`config.mk`:
```
export PLATFORM = sky130hd
export DESIGN_NAME = ac97_codec_link
export DESIGN_NICKNAME = d
export VERILOG_FILES = /design/src/rtl/ac97_pkg.sv /design/src/rtl/ac97_codec_regfile.sv /design/src/rtl/ac97_codec_link.sv
export SDC_FILE = /design/constraint.sdc
export NUM_CORES = 1
export LEC_CHECK = 0
export BUFFER_PORTS_ARGS = -buffer_cell sky130_fd_sc_hd__buf_2
export CAP_MARGIN = 25
export CORE_AREA = 10 10 306 190
export CTS_CLUSTER_SIZE = 20
export DETAILED_ROUTE_END_ITERATION = 10
export DIE_AREA = 0 0 316 200
export GPL_TIMING_DRIVEN = 0
export PLACE_DENSITY = 0.84
export SLEW_MARGIN = 20
export SYNTH_ARGS = -nofsm -noshare
export SYNTH_HDL_FRONTEND = slang
export SYNTH_SLANG_ARGS = --single-unit
```
`constraint.sdc`:
```
create_clock -name BIT_CLK -period 4.4 [get_ports BIT_CLK]
set_input_delay 0.22 -clock BIT_CLK [delete_from_list [all_inputs] [get_ports BIT_CLK]]
set_output_delay 0.22 -clock BIT_CLK [all_outputs]
set_load 0.005 [all_outputs]
```
`src/rtl/ac97_pkg.sv`:
```
// Shared AC97 frame geometry, slot/tag bit positions, link state and command types.
// Also holds the codec vendor-ID constants used by the optional register file (AC97_CODEC_REGFILE_EN).
package ac97_pkg;

    localparam int FRAME_BITS = 256;
    localparam int SLOT0_W    = 16;
    localparam int SLOT_W     = 20;

    // Tag (slot0) bit indices within the 16-bit tag
    localparam int TAG_VALID = 15;
    localparam int TAG_SLOT1 = 14;
    localparam int TAG_SLOT2 = 13;

    // Slot LSB positions within the 256-bit frame
    localparam int TAG_LSB   = FRAME_BITS - SLOT0_W;
    localparam int SLOT1_LSB = TAG_LSB - SLOT_W;
    localparam int SLOT2_LSB = SLOT1_LSB - SLOT_W;

    localparam int FRM_VALID_BIT = TAG_LSB + TAG_VALID;
    localparam int FRM_SLOT1_BIT = TAG_LSB + TAG_SLOT1;
    localparam int FRM_SLOT2_BIT = TAG_LSB + TAG_SLOT2;
    localparam int S1_RW_BIT     = SLOT1_LSB + 19;
    localparam int S1_ADDR_LSB   = SLOT1_LSB + 12;
    localparam int S2_DATA_LSB   = SLOT2_LSB + 4;

    localparam logic [6:0]  VID1_ADDR = 7'h7C;
    localparam logic [6:0]  VID2_ADDR = 7'h7E;
    localparam logic [15:0] VID1_DATA = 16'h4144;
    localparam logic [15:0] VID2_DATA = 16'h5370;

    typedef enum logic {HUNT, FRAME} link_state_e;

    typedef struct packed {
        logic        write;
        logic [6:0]  addr;
        logic [15:0] data;
    } ac97_cmd_t;

    function automatic logic is_id_reg(input logic [6:0] a);
        return (a == VID1_ADDR) || (a == VID2_ADDR);
    endfunction

endpackage

```
`src/rtl/ac97_codec_regfile.sv`:
```
// 64x16 codec register file at even addresses; vendor-ID registers are read-only constants.
// Instantiated by ac97_codec_link only when AC97_CODEC_REGFILE_EN is defined.
module ac97_codec_regfile
    import ac97_pkg::*;
(
    input  logic        SYSCLK,
    input  logic        SYSTEM_RESET,
    input  logic        we,
    input  logic [6:0]  waddr,
    input  logic [15:0] wdata,
    input  logic [6:0]  raddr,
    output logic [15:0] rdata
);

    logic [63:0][15:0] mem;

    always_ff @(posedge SYSCLK or negedge SYSTEM_RESET) begin
        if (!SYSTEM_RESET) begin
            mem <= '0;
        end else if (we && !is_id_reg(waddr)) begin
            mem[waddr[6:1]] <= wdata;
        end
    end

    always_comb begin
        rdata = mem[raddr[6:1]];
        if (raddr == VID1_ADDR) rdata = VID1_DATA;
        if (raddr == VID2_ADDR) rdata = VID2_DATA;
    end

endmodule

```
`src/rtl/ac97_codec_link.sv`:
```
// Codec-side AC-link endpoint: SYNC framing, 256-bit RX/TX shifting and slot1/slot2 command decode.
// Define AC97_CODEC_REGFILE_EN to add the internal register file and read-response insertion.
module ac97_codec_link #(
    parameter int FRAME_BITS   = 256,
    parameter int SYNC_HI_BITS = 16
) (
    input  logic                  BIT_CLK,
    input  logic                  RESET,
    input  logic                  SYNC,
    input  logic                  SDATA_OUT,
    output logic                  SDATA_IN,
    input  logic [FRAME_BITS-1:0] FRAME_IN,
    output logic                  FRAME_LOAD,
    output logic [FRAME_BITS-1:0] FRAME_OUT,
    output logic                  FRAME_VALID,
    output logic                  CMD_VALID,
    output logic                  CMD_WRITE,
    output logic [6:0]            CMD_ADDR,
    output logic [15:0]           CMD_DATA,
    output logic                  SYNC_ERR
);
    import ac97_pkg::*;

    link_state_e           state_q, state_d;
    logic [7:0]            cnt_q;
    logic                  sync_q;
    logic [FRAME_BITS-1:0] rx_sr, tx_sr, rx_full, tx_load;
    ac97_cmd_t             cmd_q, cmd_d;

    logic in_frame, last, rise, fall, start, restart_mid;
    logic drop_err, long_err, last_err, sync_err;
    logic cmd_ok, cmd_fire;

    // rx_full is the frame as it stands once this edge's bit is shifted in
    assign rx_full  = {rx_sr[FRAME_BITS-2:0], SDATA_OUT};
    assign SDATA_IN = tx_sr[FRAME_BITS-1];

    always_comb begin
        in_frame    = (state_q == FRAME);
        last        = in_frame && (cnt_q == 8'(FRAME_BITS-1));
        rise        = SYNC && !sync_q;
        fall        = !SYNC && sync_q;
        restart_mid = in_frame && !last && rise && (cnt_q >= 8'(SYNC_HI_BITS-1));
        drop_err    = in_frame && fall && (cnt_q < 8'(SYNC_HI_BITS-1));
        long_err    = in_frame && SYNC && sync_q && (cnt_q == 8'(SYNC_HI_BITS-1));
        last_err    = last && !SYNC;
        sync_err    = drop_err || long_err || restart_mid || last_err;
        start       = (!in_frame && rise) || restart_mid || (last && SYNC);
    end

    always_comb begin
        state_d = state_q;
        if (start)     state_d = FRAME;
        else if (last) state_d = HUNT;
    end

    always_ff @(posedge BIT_CLK or negedge RESET) begin
        if (!RESET) state_q <= HUNT;
        else        state_q <= state_d;
    end

    always_comb begin
        cmd_d.write = !rx_full[S1_RW_BIT];
        cmd_d.addr  = rx_full[S1_ADDR_LSB +: 7];
        cmd_d.data  = cmd_d.write ? rx_full[S2_DATA_LSB +: 16] : 16'h0;
        cmd_ok      = rx_full[FRM_VALID_BIT] && rx_full[FRM_SLOT1_BIT] &&
                      (!cmd_d.write || rx_full[FRM_SLOT2_BIT]);
        cmd_fire    = last && cmd_ok;
    end

`ifdef AC97_CODEC_REGFILE_EN
    logic [15:0] rf_rdata, rd_data_q;
    logic [6:0]  rd_addr_q;
    logic        rd_pend_q, rd_now;

    assign rd_now = cmd_fire && !cmd_d.write;

    ac97_codec_regfile u_regfile (
        .SYSCLK       (BIT_CLK),
        .SYSTEM_RESET (RESET),
        .we           (cmd_fire && cmd_d.write),
        .waddr        (cmd_d.addr),
        .wdata        (cmd_d.data),
        .raddr        (cmd_d.addr),
        .rdata        (rf_rdata)
    );

    // A read decoded on a back-to-back boundary is answered in the frame starting
    // at that same edge; otherwise it waits for the next start edge.
    always_ff @(posedge BIT_CLK or negedge RESET) begin
        if (!RESET) begin
            rd_pend_q <= 1'b0;
            rd_addr_q <= '0;
            rd_data_q <= '0;
        end else if (start) begin
            rd_pend_q <= 1'b0;
        end else if (rd_now) begin
            rd_pend_q <= 1'b1;
            rd_addr_q <= cmd_d.addr;
            rd_data_q <= rf_rdata;
        end
    end

    always_comb begin
        tx_load = FRAME_IN;
        if (rd_now || rd_pend_q) begin
            tx_load[FRM_SLOT1_BIT]        = 1'b1;
            tx_load[FRM_SLOT2_BIT]        = 1'b1;
            tx_load[SLOT1_LSB +: SLOT_W]  = {1'b0, (rd_now ? cmd_d.addr : rd_addr_q), 12'h0};
            tx_load[SLOT2_LSB +: SLOT_W]  = {(rd_now ? rf_rdata : rd_data_q), 4'h0};
        end
    end
`else
    assign tx_load = FRAME_IN;
`endif

    always_ff @(posedge BIT_CLK or negedge RESET) begin
        if (!RESET) begin
            cnt_q       <= '0;
            sync_q      <= 1'b0;
            rx_sr       <= '0;
            tx_sr       <= '0;
            FRAME_OUT   <= '0;
            FRAME_VALID <= 1'b0;
            FRAME_LOAD  <= 1'b0;
            SYNC_ERR    <= 1'b0;
            CMD_VALID   <= 1'b0;
            cmd_q       <= '0;
        end else begin
            sync_q      <= SYNC;
            FRAME_VALID <= last;
            FRAME_LOAD  <= start;
            SYNC_ERR    <= sync_err;
            CMD_VALID   <= cmd_fire;
            if (in_frame) rx_sr <= rx_full;
            if (start)         cnt_q <= '0;
            else if (in_frame) cnt_q <= cnt_q + 8'd1;
            tx_sr <= start ? tx_load : {tx_sr[FRAME_BITS-2:0], 1'b0};
            if (last)     FRAME_OUT <= rx_full;
            if (cmd_fire) cmd_q     <= cmd_d;
        end
    end

    assign CMD_WRITE = cmd_q.write;
    assign CMD_ADDR  = cmd_q.addr;
    assign CMD_DATA  = cmd_q.data;

endmodule

```
; ---- Word-level counts from Yosys, hierarchy flattened
; Index checks and enable logic that the tools add are counted.
; Widths: inputs -> output; s select.
[classes]
n_addsub = 1
magnitude_cmp = 2
eq_ne = 2
muxes = 6
reduce_logical = 30
[ops]
columns = op, count
row1 = $mux 256, 1
row2 = $logic_and 1x1->1, 17
row3 = $mux 16, 1
row4 = $mux 8, 2
row5 = $add 8x1->8 const B, 1
row6 = $eq 8x4->1 const B, 1
row7 = $eq 8x8->1 const B, 1
row8 = $ge 8x4->1 const B, 1
row9 = $lt 8x4->1 const B, 1
row10 = $logic_or 1x1->1, 6
row11 = $logic_not 1->1, 5
row12 = $reduce_bool 2->1, 2
row13 = $mux 1, 2
[totals]
ff_bits = 805
input_bits = 260
out_inout_bits = 285

; ---- Logic depth before layout (Yosys ltp)
; Gate-level depths: netlist of run 1.
[depth]
word_depth = 9
depth_mapped = 7
ltp_nobuf = 6

; ---- Least setup slack after synthesis of run 1
; OpenSTA, ideal clock, no wires.
[synth_timing]
path_kind = reg-to-reg
startpoint = reg cnt_q[4]
endpoint = reg tx_sr[215]
setup_time_ns = 0.125
arrival_ns = 1.805
path_slack_ns = 2.470
path_stages_with_launch = 7
n_path_buf = 2
synth_period_minus_slack_ns = 1.930
cell_sequence = dfrtp_1 -> nor4_4 -> a21oi_1 -> o21ai_4 -> buf_6 -> buf_12 -> mux2_4
[synth_between]
elab_chain_cells = 9
elab_cells_between_ends = 11
classes_between = order compare: 1 / eq/ne: 1 / mux: 1 / reduce/logical: 8
[synth_lines]
columns = item, line
row1 = from (decl), ac97_codec_link.sv:25  ; logic [7:0] cnt_q;
row2 = from (signal assigned), ac97_codec_link.sv:137  ; else if (in_frame) cnt_q <= cnt_q + 8'd1;
row3 = "parallel branches: the longest is 7 deep, another holds $ge 8x4->1", --
row4 = $logic_or 1x1->1 (*), ac97_codec_link.sv:48  ; start = (!in_frame && rise) || restart_mid || (last && SYNC);
row5 = $mux 256 (*), ac97_codec_link.sv:138  ; tx_sr <= start ? tx_load : {tx_sr[FRAME_BITS-2:0], 1'b0};
row6 = to (signal assigned), ac97_codec_link.sv:138
row7 = to (decl), ac97_codec_link.sv:27  ; logic [FRAME_BITS-1:0] rx_sr, tx_sr, rx_full, tx_load;
; Mark *: on every way between the ends.
; A chain may end at the register's enable or synchronous reset.

==> impl_metrics.env, run 1 <==
export IMPL_rsz0062_at_grt="no"
export IMPL_power_density_nw_per_um2=489
export IMPL_dp_hpwl_mm=52.4
export IMPL_final_hold_viol_count=0
export IMPL_synth_seq_area_share_pct=64.6
export IMPL_via_count=18600
export IMPL_syn_area_um2=31200
export IMPL_cts_htree_levels=3
export IMPL_ys_warn_count=0
export IMPL_rows=65
export IMPL_wirelength_met1_mm=32.1
export IMPL_synth_nets=2026
export IMPL_place_gp_congestion=0.850
export IMPL_port_buffer_count=544
export IMPL_cp_required_ns=5.10
export IMPL_crit_buf_inv=6
export IMPL_post_synth_top_area_cell="dfrtp_1"
export IMPL_yosysMostFrequentCell="dfrtp_1"
export IMPL_setup_viol=0
export IMPL_die_area_um2=63200
export IMPL_final_min_clock_period_ns=2.49
export IMPL_multi_input_area_um2=10100
export IMPL_synthesis_instances=1765
export IMPL_final_setup_tns_ns=0
export IMPL_yosysTopAreaCellShare_pct=64.6
export IMPL_max_slew_margin_pct=52.1
export IMPL_wl_met2_mm=44.9
export IMPL_worstSetupPathType="in -> async"
export IMPL_cts_buffers_inserted=71
export IMPL_status="finished, final reports clean"
export IMPL_drtIter0Drc=1041
export IMPL_cts_buffer_depth=3
export IMPL_slew_violations=0
export IMPL_grt_use_total_pct=26.9
export IMPL_crit_path_end_kind="async pin"
export IMPL_gr_total_overflow=0
export IMPL_period_share_pct=56.5
export IMPL_fp_dieW_um=316
export IMPL_synth_edf_count=0
export IMPL_path_max_fanout=107
export IMPL_io_pins=545
export IMPL_maxCapViolCount=0
export IMPL_worst_pin_slew_ns=0.719
export IMPL_antenna_found_initial=5
export IMPL_routed_wl_mm=86.4
export IMPL_max_stage_delay_ns=0.56
export IMPL_ant_nets=0
export IMPL_cts_resized=0
export IMPL_crit_top_cell="buf_16"
export IMPL_synthArstFlopShare_pct=100
export IMPL_clock_skew_ns=0.0313
export IMPL_cts_setup_buffers=0
export IMPL_leakagePower_uw=0.0214
export IMPL_regArea_um2=20100
export IMPL_crit_family="buffers and inverters"
export IMPL_ir_worst_vdd_mv=0.415
export IMPL_drtPass1Iterations=4
export IMPL_final_fill_count=2813
export IMPL_cts_root_buf="clkbuf_16"
export IMPL_clkTransAtPathRegs_ns=0.07
export IMPL_cts_sinks=805
export IMPL_synth_common_cells="dfrtp_1 (805), mux2_2 (533), mux2_4 (240), buf_2 (48), buf_12 (26)"
export IMPL_grt_first_pass_wirelength_mm=130
export IMPL_synth_ff_type="dfrtp_1"
export IMPL_cts_tree="yes"
export IMPL_die_h_um=200
export IMPL_fmax_ghz=0.402
export IMPL_grt_max_degree=108
export IMPL_drive_above_1_share_pct=56.4
export IMPL_avgSynthCellArea_um2=17.7
export IMPL_hold_class="in -> async"
export IMPL_synth_seq_cells=805
export IMPL_start_kind="input port"
export IMPL_worstPathArrival_ns=3.19
export IMPL_top_layer_used="met4"
export IMPL_clock_latency_ns=0.61
export IMPL_grt_pass1_vias=21200
export IMPL_synthTopCellsByArea="dfrtp_1 (65%), mux2_2 (19%), mux2_4 (12%)"
export IMPL_power_uw=19600
export IMPL_holdBufCountCts=259
export IMPL_vias_per_cell=5.44
export IMPL_cp_slowest_cell="dlygate4sd3_1"
export IMPL_met3WireLength_mm=4.40
export IMPL_wl_per_cell_um=25.3
export IMPL_path_cells="dlygate4sd3_1, buf_8, buf_16, buf_16, buf_16, buf_16"
export IMPL_drc=0
export IMPL_start_util_pct=59.6
export IMPL_ys_types=35
export IMPL_fin_nets=2910
export IMPL_core_um2=52300
export IMPL_layout_area_overhead_vs_synth_pct=28.4
## logic make-up (layout without fill, tap and decap cells)
| family | after synthesis | in the layout | synth area share, % |
|---|---|---|---|
| XOR/XNOR | 7 | 7 | 0.197 |
| AND/OR/NAND/NOR | 42 | 42 | 0.903 |
| adder cells (fa/ha/maj) | 1 | 1 | 0.0401 |
| buffers and inverters | 110 | 1049 | 2.91 |
| flip-flops | 805 | 805 | 64.6 |
| AO/OA/AOI/OAI | 25 | 25 | 0.493 |
| other | 0 | 10 | 0 |
| multiplexers | 775 | 775 | 30.9 |
## final cells by class
| type | instances | area share (%) |
|---|---|---|
| clock inverter | 36 | 1.05 |
| timing repair buffer | 811 | 13.8 |
| tap | 703 | 2.20 |
| antenna | 10 | 0.0625 |
| clock buffer | 92 | 4.99 |
| buffer | 91 | 2.09 |
| sequential | 805 | 50.3 |
| multi-input combinational | 850 | 25.3 |
| inverter | 19 | 0.178 |
## stage by stage
stage               instances  hold WS, ns  utilization [%]  worst slack (ns)  instance area, um^2
floorplan                1765      -0.0756                -              2.47                31200
global placement         3012        0.422             66.5            -12.89                34800
detailed placement       3020        0.238             67.0              1.75                35000
CTS                      3407        0.176             76.5              1.80                40000
global route             3412        0.229             76.6              1.53                40000
finish                   3417        0.179             76.6              1.91                40100
## layer usage
metal | up-vias | track usage, %
li1 | 7993 | -
met1 | 9760 | 30.8
met2 | 580 | 47.3
met3 | 272 | 5.89
met4 | 0 | 13.9
met5 | - | 0
## worst reg2reg max path: stages (launching register included)
cell and delay [ns]:
dfrtp_1 0.41, clkbuf_1 0.52, clkbuf_1 0.62, buf_2 0.41
mux2_2 0.39
## sequential cells by signal (all words and copies together) (netlist names)
register and cells:
FRAME_OUT 256, tx_sr 256, rx_sr 255, CMD_DATA 16
cnt_q 8, CMD_ADDR 7, CMD_VALID 1, CMD_WRITE 1
FRAME_LOAD 1, FRAME_VALID 1, SYNC_ERR 1, in_frame 1
sync_q 1
## path summary, 6_finish.rpt
check                          from              to  slack (ns)  depth (start not counted)
setup / recovery              RESET  FRAME_OUT[161]        1.91                          6
hold / removal                RESET      rx_sr[230]        0.18                          2
setup reg to reg           in_frame       rx_sr[94]        1.94                          4
hold reg to reg            tx_sr[1]        tx_sr[2]        0.48                          1
max in group BIT_CLK       in_frame       rx_sr[94]        1.94                          4
min in group BIT_CLK  FRAME_IN[242]      tx_sr[242]        0.40                          3
## power by group
| part | leakage [uW] | internal [uW] | switching (uW) | total, uW |
|---|---|---|---|---|
| Combinational | 0.00964 | 2450 | 1290 | 3730 |
| Sequential | 0.0106 | 8670 | 635 | 9300 |
| Clock | 0.00118 | 3620 | 2930 | 6550 |
| Total | 0.0214 | 14700 | 4850 | 19600 |
## layout by cell type, fill, tap and decap left out, types with 4 or more instances in the layout
master	synthesis	layout
buf_2	48	591
inv_1	18	18
clkbuf_16	0	73
nor2_1	11	11
clkinvlp_4	0	7
mux2_4	240	240
clkbuf_8	0	10
diode_2	0	10
dfrtp_1	805	805
o21ai_0	17	17
xor2_1	4	4
dlygate4sd3_1	0	259
clkbuf_1	15	24
nand3b_1	16	16
buf_12	26	26
mux2_2	533	533
clkinv_2	0	15
clkinv_8	0	4
buf_16	0	8
bufinv_16	0	6
(Power assumes the default switching activity.)
==> inputs of run 2 (changes only) <==
--- a/config.mk
+++ b/config.mk
@@ -5,14 +5,15 @@
 export SDC_FILE = /design/constraint.sdc
 export NUM_CORES = 1
 export LEC_CHECK = 0
+export ABC_AREA = 1
 export BUFFER_PORTS_ARGS = -buffer_cell sky130_fd_sc_hd__buf_2
 export CAP_MARGIN = 25
-export CORE_AREA = 10 10 306 190
+export CORE_AREA = 10 10 312 194
 export CTS_CLUSTER_SIZE = 20
 export DETAILED_ROUTE_END_ITERATION = 10
-export DIE_AREA = 0 0 316 200
+export DIE_AREA = 0 0 322 204
 export GPL_TIMING_DRIVEN = 0
-export PLACE_DENSITY = 0.84
+export PLACE_DENSITY = 0.8
 export SLEW_MARGIN = 20
 export SYNTH_ARGS = -nofsm -noshare
 export SYNTH_HDL_FRONTEND = slang
==> constraint.sdc (replaced) <==
create_clock -name BIT_CLK -period 2.5 [get_ports BIT_CLK]
set_input_delay 0.125 -clock BIT_CLK [delete_from_list [all_inputs] [get_ports BIT_CLK]]
set_output_delay 0.125 -clock BIT_CLK [all_outputs]
set_load 0.005 [all_outputs]
==> impl_metrics.env, run 2 <==
export IMPL_status="finished, final reports clean"
export IMPL_fin_nets=4324
export IMPL_synth_seq_cells=805
export IMPL_via_count=26800
export IMPL_final_common_cell="nand2_1"
export IMPL_cts_sinks=805
export IMPL_vias_per_cell=5.51
export IMPL_r2r_setup_slack_ns=0.09
export IMPL_final_fill_count=3707
export IMPL_place_gp_congestion=0.887
export IMPL_power_density_nw_per_um2=849
export IMPL_maxCapViolCount=0
export IMPL_synthArstFlopShare_pct=100
export IMPL_grt_pass1_vias=27300
export IMPL_port_buffer_count=544
export IMPL_yosysMostFrequentCell="nand2_1"
export IMPL_drc=0
export IMPL_wl_per_cell_um=20.9
export IMPL_fp_dieW_um=322
export IMPL_mostFrequentLayoutCells="nand2_1 (1080), dfrtp_1 (805), buf_2 (619)"
export IMPL_leakagePower_uw=0.0197
export IMPL_post_synth_top_area_cell="dfrtp_1"
export IMPL_ant_nets=0
export IMPL_setup_viol=0
export IMPL_synth_seq_area_share_pct=66.2
export IMPL_gr_total_overflow=0
export IMPL_drive_above_1_share_pct=18.9
export IMPL_core_um2=55000
export IMPL_clkTransAtPathRegs_ns=0.07
export IMPL_start_util_pct=55.3
export IMPL_yosysTopAreaCellShare_pct=66.2
export IMPL_synth_edf_count=0
export IMPL_rows=67
export IMPL_cp_startpoint="cnt_q[0]"
export IMPL_period_share_pct=96.3
export IMPL_antenna_found_initial=26
export IMPL_start_kind="register"
export IMPL_syn_area_um2=30400
export IMPL_power_uw=33400
export IMPL_slew_violations=0
export IMPL_rr_worst_depth=10
export IMPL_layout_area_overhead_vs_synth_pct=29.2
export IMPL_max_slew_margin_pct=47.5
export IMPL_die_area_um2=65700
export IMPL_worstPathArrival_ns=2.95
export IMPL_synth_nets=3440
export IMPL_routed_wl_mm=102
export IMPL_synth_ff_type="dfrtp_1"
export IMPL_avgSynthCellArea_um2=9.57
export IMPL_cts_setup_buffers=0
export IMPL_ys_warn_count=0
export IMPL_fmax_ghz=0.415
export IMPL_rsz0062_at_grt="no"
export IMPL_cts_htree_levels=3
export IMPL_clock_skew_ns=0.0262
export IMPL_reg2reg_from="cnt_q[0]"
export IMPL_hold_class="in -> async"
export IMPL_cp_required_ns=3.04
export IMPL_synth_common_cells="nand2_1 (1080), dfrtp_1 (805), o21ai_0 (513), inv_1 (258), nand3_1 (258)"
export IMPL_synthTopCellsByArea="dfrtp_1 (66%), nand2_1 (13%), o21ai_0 (8.4%)"
export IMPL_io_pins=545
export IMPL_cts_buffers_inserted=71
export IMPL_cts_tree="yes"
export IMPL_synthesis_instances=3179
export IMPL_worst_pin_slew_ns=0.787
export IMPL_cts_buffer_depth=3
export IMPL_grt_use_total_pct=30.5
export IMPL_grt_max_degree=105
export IMPL_die_h_um=204
export IMPL_drtIter0Drc=2790
export IMPL_ys_types=28
export IMPL_final_setup_tns_ns=0
export IMPL_worstSetupPathType="reg -> reg"
export IMPL_dp_hpwl_mm=61.2
export IMPL_final_hold_viol_count=0
export IMPL_top_regs="FRAME_OUT (256), tx_sr (256), rx_sr (255)"
export IMPL_path_max_fanout=10
export IMPL_ir_worst_vdd_mv=0.708
export IMPL_grt_first_pass_wirelength_mm=156
export IMPL_final_min_clock_period_ns=2.41
export IMPL_cts_root_buf="clkbuf_16"
export IMPL_r2r_end="tx_sr[165]"
export IMPL_drtPass1Iterations=8
export IMPL_crit_path_end_kind="register"
export IMPL_clock_latency_ns=0.60
==> run 2: through the flow <==
stage / cell area, um^2 / worst slack, ns / hold slack [ns] / utilization, % / instances
final: 39300 / 0.0925 / 0.0802 / 71.5 / 4858
after global routing: 39300 / 0.000997 / 0.116 / 71.5 / 4849
after CTS: 39300 / 0.0826 / 0.0759 / 71.4 / 4836
after detailed placement: 34300 / -0.110 / 0.121 / 62.4 / 4455
after global placement: 34100 / -15.42 / 0.313 / 61.9 / 4447
after floorplan: 30400 / 0.865 / -0.171 / - / 3179
==> run 2: cell families (layout without fill, tap and decap cells) <==
logic type | count (synthesis) | after routing | synth area share, %
flip-flops | 805 | 805 | 66.2
multiplexers | 1 | 1 | 0.0329
other | 0 | 22 | 0
XOR/XNOR | 6 | 6 | 0.173
buffers and inverters | 464 | 1397 | 6.69
AND/OR/NAND/NOR | 1365 | 1365 | 18.0
adder cells (fa/ha/maj) | 1 | 1 | 0.0411
AO/OA/AOI/OAI | 537 | 537 | 8.86
==> run 2: worst max-delay path by stage <==
| stage | end | depth (start not counted) | slack [ns] |
|---|---|---|---|
| after CTS | rx_sr[163] | 6 | 0.08 |
| after floorplan | FRAME_OUT[239] | 8 | 0.87 |
| after detailed placement | FRAME_OUT[157] | 7 | -0.11 |
| after global routing | tx_sr[163] | 11 | 0.001 |
| after global placement | tx_sr[170] | 1 | -15.42 |
| final | tx_sr[165] | 10 | 0.09 |
==> run 2: worst max-delay path, cell delays in order (launching register included) <==
cell,delay [ns]
dfrtp_1,0.41
ha_1,0.25
nand3_2,0.12
nor2_4,0.05
nand2_2,0.25
nand2_1,0.11
nand2_2,0.21
clkbuf_4,0.32
buf_2,0.27
nand3_1,0.22
nand2_1,0.15
==> run 2: area by class of cell <==
type / count / area (um^2) / share of cell area, %
diodes: 22 / 55.1 / 0.140
plain buffers: 204 / 1070 / 2.72
clock buffers: 106 / 2130 / 5.42
clock inverters: 16 / 236 / 0.601
inverters: 260 / 976 / 2.48
multi-input cells: 1910 / 8250 / 21.0
flip-flops and latches: 805 / 20100 / 51.2
well taps: 724 / 906 / 2.30
repair buffers: 811 / 5550 / 14.1
==> run 2: metal layers <==
| metal | global-route usage (%) | wire [um] |
|---|---|---|
| met2 | 44.8 | 45400 |
| met1 | 37.9 | 39100 |
| met4 | 18.9 | 6920 |
| met3 | 11.8 | 10200 |
| met5 | 0 | 94 |
==> run 2: repair_timing <==
item,in CTS,in global routing
gates resized for setup,5,4
endpoints found under the setup margin,108,6
gates cloned,0,0
endpoints found under the hold margin,336,0
hold buffers,259,0
==> run 2: power by group <==
| part | leakage [uW] | switching (uW) | internal (uW) |
|---|---|---|---|
| Sequential | 0.0108 | 992 | 15300 |
| Clock | 0.00116 | 4950 | 6440 |
| Combinational | 0.00777 | 3490 | 2220 |
